`src/rtl/adder_pipe.sv`:
```
`default_nettype none
// ============================================================================
// Module   : adder_pipe
// Purpose  : Pipelined add / subtract / saturating-accumulate / clear unit.
//            The operation result is registered when the operands are
//            accepted (stage 1). It then passes through LATENCY-1 further
//            shift stages, and a valid bit travels with it.
//            The accumulator and its sticky saturation flag update on the
//            accepting edge, so back-to-back accumulates chain without a
//            bubble.
// Ports    : clk       - rising-edge clock
//            rst_n     - asynchronous active-low reset
//            in_valid  - operands/mode valid this cycle
//            mode      - 00 add, 01 sub, 10 accumulate, 11 clear
//            in1, in2  - unsigned operands (in2 unused by accumulate/clear)
//            out       - result, WIDTH+ACC_EXT bits, holds between results
//            out_valid - out carries a new result this cycle
//            ovf       - sticky accumulator saturation flag (not pipelined)
// Revision : 1.0 - initial release
// ============================================================================
module adder_pipe #(
    parameter int WIDTH   = 10,
    parameter int ACC_EXT = 4,
    parameter int LATENCY = 2
) (
    input  logic                     clk,
    input  logic                     rst_n,
    input  logic                     in_valid,
    input  logic [1:0]               mode,
    input  logic [WIDTH-1:0]         in1,
    input  logic [WIDTH-1:0]         in2,
    output logic [WIDTH+ACC_EXT-1:0] out,
    output logic                     out_valid,
    output logic                     ovf
);

    localparam int OW = WIDTH + ACC_EXT;

    localparam logic [1:0] MODE_ADD = 2'b00;
    localparam logic [1:0] MODE_SUB = 2'b01;
    localparam logic [1:0] MODE_ACC = 2'b10;
    localparam logic [1:0] MODE_CLR = 2'b11;

    logic [OW-1:0]      acc_q;
    logic [OW-1:0]      acc_d;
    logic               ovf_q;
    logic               ovf_d;
    logic [OW-1:0]      res_q [LATENCY];
    logic [OW-1:0]      res_d [LATENCY];
    logic [LATENCY-1:0] vld_q;
    logic [LATENCY-1:0] vld_d;

    logic [OW-1:0]      a_ext;
    logic [OW-1:0]      b_ext;
    logic [OW:0]        acc_sum;
    logic [OW-1:0]      op_result;

    always_comb begin
        a_ext     = {{ACC_EXT{1'b0}}, in1};
        b_ext     = {{ACC_EXT{1'b0}}, in2};
        // One spare bit above OW catches the carry that means saturation.
        acc_sum   = {1'b0, acc_q} + {1'b0, a_ext};
        op_result = '0;
        acc_d     = acc_q;
        ovf_d     = ovf_q;

        case (mode)
            MODE_ADD: op_result = a_ext + b_ext;
            MODE_SUB: op_result = a_ext - b_ext;
            MODE_ACC: op_result = acc_sum[OW] ? {OW{1'b1}} : acc_sum[OW-1:0];
            default:  op_result = '0;
        endcase

        if (in_valid && (mode == MODE_ACC)) begin
            acc_d = op_result;
            if (acc_sum[OW]) begin
                ovf_d = 1'b1;
            end
        end
        if (in_valid && (mode == MODE_CLR)) begin
            acc_d = '0;
            ovf_d = 1'b0;
        end

        // Data registers load only with a valid result so that out holds
        // its last value between results; valid bits shift every cycle.
        vld_d[0] = in_valid;
        res_d[0] = in_valid ? op_result : res_q[0];
        for (int k = 1; k < LATENCY; k++) begin
            vld_d[k] = vld_q[k-1];
            res_d[k] = vld_q[k-1] ? res_q[k-1] : res_q[k];
        end
    end

    always_ff @(posedge clk or negedge rst_n) begin
        if (!rst_n) begin
            acc_q <= '0;
            ovf_q <= 1'b0;
            vld_q <= '0;
            for (int k = 0; k < LATENCY; k++) begin
                res_q[k] <= '0;
            end
        end else begin
            acc_q <= acc_d;
            ovf_q <= ovf_d;
            vld_q <= vld_d;
            for (int k = 0; k < LATENCY; k++) begin
                res_q[k] <= res_d[k];
            end
        end
    end

    assign out       = res_q[LATENCY-1];
    assign out_valid = vld_q[LATENCY-1];
    assign ovf       = ovf_q;

endmodule
`default_nettype wire

```
`config.mk`:
```
export PLATFORM = sky130hd
export DESIGN_NAME = adder_pipe
export DESIGN_NICKNAME = d
export VERILOG_FILES = /design/src/rtl/adder_pipe.sv
export SDC_FILE = /design/constraint.sdc
export NUM_CORES = 1
export LEC_CHECK = 0
export ABC_AREA = 1
export CORE_MARGIN = 2
export CORE_UTILIZATION = 50
export DETAILED_ROUTE_END_ITERATION = 7
export PLACE_DENSITY = 0.83
export SYNTH_ARGS = -nofsm -noshare
export SYNTH_HDL_FRONTEND = slang
export SYNTH_SLANG_ARGS = --single-unit
```
`constraint.sdc`:
```
create_clock -name clk -period 2.5 [get_ports clk]
set_input_delay 0.25 -clock clk [delete_from_list [all_inputs] [get_ports clk]]
set_output_delay 0.25 -clock clk [all_outputs]
set_load 0.005 [all_outputs]
```
### After elaboration in Yosys (flattened, before gate mapping)

Index checks and enable logic that the tools add are counted.

| storage, ports and cells | value |
|---|---|
| register bits | 45 |
| input bits | 25 |
| output and inout bits | 16 |
| logic and storage cells | 24 |

| operators by class | value |
|---|---|
| add/subtract/negate cells | 3 |
| equality and inequality tests | 3 |
| mux-type cells | 7 |
| reduce and logical (&&, ||, !) cells | 6 |

Operators with widths:

| kind | number |
|---|---|
| 2-to-1 mux 14 bit | 3 |
| case mux 14 bit (3 select lines) | 1 |
| adder 14 x 10 -> 15 bit | 1 |
| adder 10 x 10 -> 11 bit | 1 |
| subtractor 10 x 10 -> 11 bit | 1 |
| == test 2 bit (second input constant) | 2 |
| nonzero test 2 bit | 2 |
| 2-to-1 mux 1 bit | 3 |
| == test 2 x 1 -> 1 bit (second input constant) | 1 |
| logical AND 1 bit | 2 |
| zero test 2 bit | 1 |
| AND reduction 2 bit | 1 |

### Depth between registers and ports, before layout

| logic depth | value |
|---|---|
| depth after elaboration | 5 |
| mapped depth | 15 |
| mapped depth without buffers | 14 |

### Worst setup path after synthesis

No wires, ideal clock.

| timing path | value |
|---|---|
| path type | register -> register |
| start point | register acc_q[0] |
| end point | register acc_q[3] |
| setup time | 0.117 ns |
| arrival | 1.874 ns |
| data required time | 2.383 ns |
| slack | 0.509 ns |
| stages on the path, launching flop included | 14 |
| path buffers | 1 |
| clock period less this slack | 1.991 ns |
| path through | dfrtp_1 > ha_1 > fa_1 > nand2_1 > nand2_1 > nand3_2 > nand2_2 > a21oi_2 > buf_6 > nand2_2 > nand2_2 > o211ai_2 > nand2_1 > nand2_1 |

| between the ends | value |
|---|---|
| word-level cells in the longest chain between the ends | 5 |

RTL lines:

| what | line | RTL |
|---|---|---|
| start: declaration | 44 | `logic [OW-1:0] acc_q;` |
| start signal: assignment | 97 | `acc_q <= '0;` |
| start signal: assignment | 104 | `acc_q <= acc_d;` |
| adder 14 x 10 -> 15 bit | 62 | `acc_sum = {1'b0, acc_q} + {1'b0, a_ext};` |
| 2-to-1 mux 14 bit | 70 | `MODE_ACC: op_result = acc_sum[OW] ? {OW{1'b1}} : acc_sum[OW-1:0];` |
| case mux 14 bit (3 select lines) | 67 | `case (mode)` |
| 2-to-1 mux 14 bit | 74 | `if (in_valid && (mode == MODE_ACC)) begin` |
| 2-to-1 mux 14 bit | 80 | `if (in_valid && (mode == MODE_CLR)) begin` |

Every way passes these cells. The select of a mux whose other input is x is not followed.
A chain may end at the register's enable or synchronous reset.

### Final worst setup path

| timing path | value |
|---|---|
| start point | input port in1[0] |
| end point | register res_q[22] in the netlist's numbering |

| between the ends | value |
|---|---|
| word-level cells in the longest chain between the ends | 3 |
| elaborated cells between the ends (all ways) | 5 |
| classes of those cells | add/sub (3); mux (2) |

RTL lines:

| what | line | RTL |
|---|---|---|
| start: declaration | 30 | `input logic [WIDTH-1:0] in1,` |
| adder 14 x 10 -> 15 bit | 62 |  |
| 2-to-1 mux 14 bit | 70 |  |
| case mux 14 bit (3 select lines) * | 67 |  |
| end signal: indexed assignment | 108 | `res_q[k] <= res_d[k];` |
| end: declaration | 48 | `logic [OW-1:0] res_q [LATENCY];` |

Mark *: on every way between the ends. The rest lies on a longest branch, timed or not.

==> impl.org <==
** Placement
- The number of placed instances, taps included, is 703.
- Placer's final routability congestion estimate :: 0.937
- Detailed-placement wirelength estimate :: 7620 um
- In this run the cell area measured after placement is between 4000 and 5000 sq um.
- The count of buffers added on input and output ports is 40.

** CTS
- Insertion delay to the later sink of the worst-skew pair :: 0.30 ns
- Count of hold buffers inserted by post-cts repair :: 0
- CTS Root Cell :: clkbuf_8
- Clock tree from TritonCTS :: done
- After clock tree synthesis, the clock-pin slew on the worst setup and hold paths is 0.09 ns.
- Number of H-tree levels :: 2
- Number of sinks driven by the clock tree :: 45
- Post-CTS repair changed the size of 0 cells.
- Post-CTS setup buffer count :: 0
- The number of clock buffers added by TritonCTS is 5.
- Clk buf depth :: 2

** Floorplan
- Boundary Pins :: 41
- X dimension of the die :: slightly above 90 um
- The region available for standard cell placement spans between 7000 and 8000 sq um.
- Starting Density :: 0.512
- Measured along the y axis, the die boundary spans between 90 and 100 um.
- The initialized floorplan defines 32 standard-cell rows.
- The die covers 8600 sq um.

** Synthesis
- Avg Synthesized Cell Area :: 6.80 sq um
- Dominant cells by area after synthesis :: dfrtp_1, nand2_1, ha_1
- The share of the Yosys chip area taken by registers is 0.286.
- Predominant post-synthesis flop cell :: dfrtp_1
- Area share of the largest cell type after synthesis :: 0.286
- Counting flops and latches in the post-synthesis netlist gives 45.
- Ranked by instance count, the synthesized netlist is headed by nand2_1, inv_1, dfrtp_1, nand3_1, nor2_1.
- dfrtp_1 takes more of the synthesized area than any other cell.
- Post-synth ARST share :: 1.00
- Yosys mapped a number of flops with a built-in enable equal to 0.
- Total of warnings raised by yosys :: 0
- In the post-synthesis netlist, the cell with the most instances is nand2_1.
- The number of nets in the synthesized netlist is ~640.
- The netlist uses 33 different library cells.
- In this run the cell area of the synthesized design comes to a little under 4000 sq um.
- Cell count after synthesis :: about 580

** Finish
- Register Area :: 1130 sq um
- Fraction of final layout cells with drive strength greater than 1 :: 0.104
- Antenna diode count :: 0
- Layout filler cell count :: 751
- Final design instance area without fill :: 4460 sq um
- After the flow finishes, the layout carries non-filler instances totaling 710.
- The area growth from synthesis to layout is 13.3%.
- In the final layout, the multi-input gates occupy 2320 sq um.
- Final nets :: around 670

** Setup path
- The worst setup path is captured at a flop.
- Together, buffers and inverters on the worst path number 3.
- CP delay by family, top :: simple AND/OR/NAND/NOR gates
- By startpoint and endpoint, the worst setup path is classified as in -> reg.
- Cell-by-cell trace of the critical path :: clkdlybuf4s50_1 > inv_1 > ha_1 > fa_1 > inv_1 > nand3_1 > nand2_1 > nand4_1 > nand2_1 > nand2_1 > nand3_1 > nand3_2 > nand2_1 > nand2_1
- Data on the critical path arrives at its endpoint at 2.47 ns.
- Reg-to-reg slack, setup :: 0.27 ns
- Worst Path Max Fanout :: 3
- CP dominant cell by count :: nand2_1
- Worst Path Required :: 2.69 ns
- Category of the worst setup path launch point :: primary input
- Delay of the slowest cell on the worst path :: around 0.52 ns
- The slowest stage of the critical path belongs to the cell clkdlybuf4s50_1.

** STA
- Rel. slew slack :: 0.327
- Final-layout worst hold slack :: 0.121 ns
- After layout, the minimum clock period comes to 2.28 ns.
- Setup repair after global routing missed its margin :: false
- Slew at the pin closest to its max-slew limit :: 1.01 ns
- Summed over all failing endpoints, the final setup total negative slack is 0 ns.
- Derived from the worst setup path, the maximum achievable clock frequency is 0.440 GHz.
- The max-slew violation count came to 0.
- Final-report hold violation count :: 0
- Final setup violation count :: 0
- Crit share post-route :: 0.910
- Between clock sinks in the finished design, the worst skew comes to between 0.007 and 0.008 ns.

** Hold path
- Path type of the worst min-delay path :: in -> async

** Detailed routing
- Detailed Route Iter0 Violations :: 296
- Dividing the detail-routed via count by the number of cells gives 5.27.
- After detailed routing, the number of remaining DRC violations is 0.
- In the final routed layout, each cell accounts on average for between 10 and 15 um.
- Number of vias in the routed layout :: 3,744
- Routed wire length :: between 9000 and 10,000 um
- In this run the remaining antenna-violating nets after routing total 0.
- The first detailed-routing pass ran for 7 iterations.

** Pwr
- Total leakage power :: 0.00246 uW
- Total power density per cell area :: 571 nW/um^2
- VDD sags by at most 0.342 mV.

** Global route
- The first global-routing pass estimated 16,900 um of wire.
- Antenna violations before repair :: 0
- Entering global routing, the biggest net connects 46 pins.
- For this run, the total global-route usage over all layers was measured as 0.244.
- The number of global-route vias before repair is 3,608.
- Congestion Overflow GR :: 0

** Flow run
- Max-capacitance violation count :: 0

** Outcome
- Run status :: finished, final reports clean
==> cell families after synthesis <==
group / Yosys count / share of synthesized area
xor gates and xnor gates: 6 / 0.0134
adders and majority gates: 33 / 0.111
buffers and inverters: 111 / 0.125
muxes: 13 / 0.0372
DFF: 45 / 0.286
and+or+nand+nor: 331 / 0.367
AOI/OAI and AO/OA: 40 / 0.0604
==> where the power goes <==
group	internal (uW)	leakage, uW	switching (uW)
clock	291	0.0000540	256
combinational	450	0.00183	604
sequential	853	0.000577	93.5
total	1590	0.00246	954
==> placed cells by master (no fill, tap or decap), types with 10 or more instances in the layout <==
master,Yosys,routed
inv_1,77,77
nand3_1,45,45
nand2_1,218,218
buf_4,15,11
dfrtp_1,45,45
clkdlybuf4s50_1,0,39
a21oi_1,18,18
o21ai_0,10,10
mux2_2,13,13
nor2_1,31,31
ha_1,30,30
nand3_2,10,10
==> worst reg2reg max path: cells and delay by family (launching register included) <==
family | cells | cell delay [ns]
AO/OA/AOI/OAI | 1 | 0.13
buffers and inverters | 1 | 0.18
flip-flops | 1 | 0.40
AND/OR/NAND/NOR | 9 | 0.76
adder cells (fa/ha/maj) | 2 | 0.63
==> per-layer routing <==
metal  vias to the layer above  global-route usage  part of all wire
met5                         -                   0                 0
met4                         0              0.0600             0.018
met3                        16              0.0342             0.061
met2                       133               0.408              0.47
met1                      1740               0.335              0.45
li1                       1855                   -                 -
==> state kept, by name (all words and copies together) (netlist names) <==
name	cells
acc_q	14
out	14
res_q	14
vld_q	2
ovf	1
==> cell type report <==
class | instances | share of cell area
Clock buffer | 5 | 0.0154
Clock inverter | 2 | 0.00785
Inverter | 82 | 0.0690
Multi-Input combinational cell | 423 | 0.519
Sequential cell | 45 | 0.252
Tap cell | 102 | 0.0286
Timing Repair Buffer | 51 | 0.107
==> path summary, 6_finish.rpt <==
| path | startpoint | to | cells after the start |
|---|---|---|---|
| hold / removal | rst_n | res_q[22]$_DFFE_PN0P_ | 1 |
| max in group asynchronous | rst_n | acc_q[6]$_DFFE_PN0P_ | 1 |
| setup / recovery | in1[0] | res_q[22]$_DFFE_PN0P_ | 14 |
| min in group clk | res_q[24]$_DFFE_PN0P_ | res_q[24]$_DFFE_PN0P_ | 2 |
| setup reg to reg | acc_q[0]$_DFFE_PN0P_ | acc_q[9]$_DFFE_PN0P_ | 13 |
| hold reg to reg | res_q[24]$_DFFE_PN0P_ | res_q[24]$_DFFE_PN0P_ | 2 |
==> stage by stage <==
step | power (uW) | worst slack (ns) | util
global route | 2730 | 0.0918 | 0.580
global placement | 1960 | 0.0266 | 0.567
CTS | 2550 | 0.247 | 0.580
detailed placement | 1990 | -0.0638 | 0.567
floorplan | 1690 | 0.509 | -
finish | 2550 | 0.225 | 0.580
Note: power is estimated with default switching activity, not from simulation.
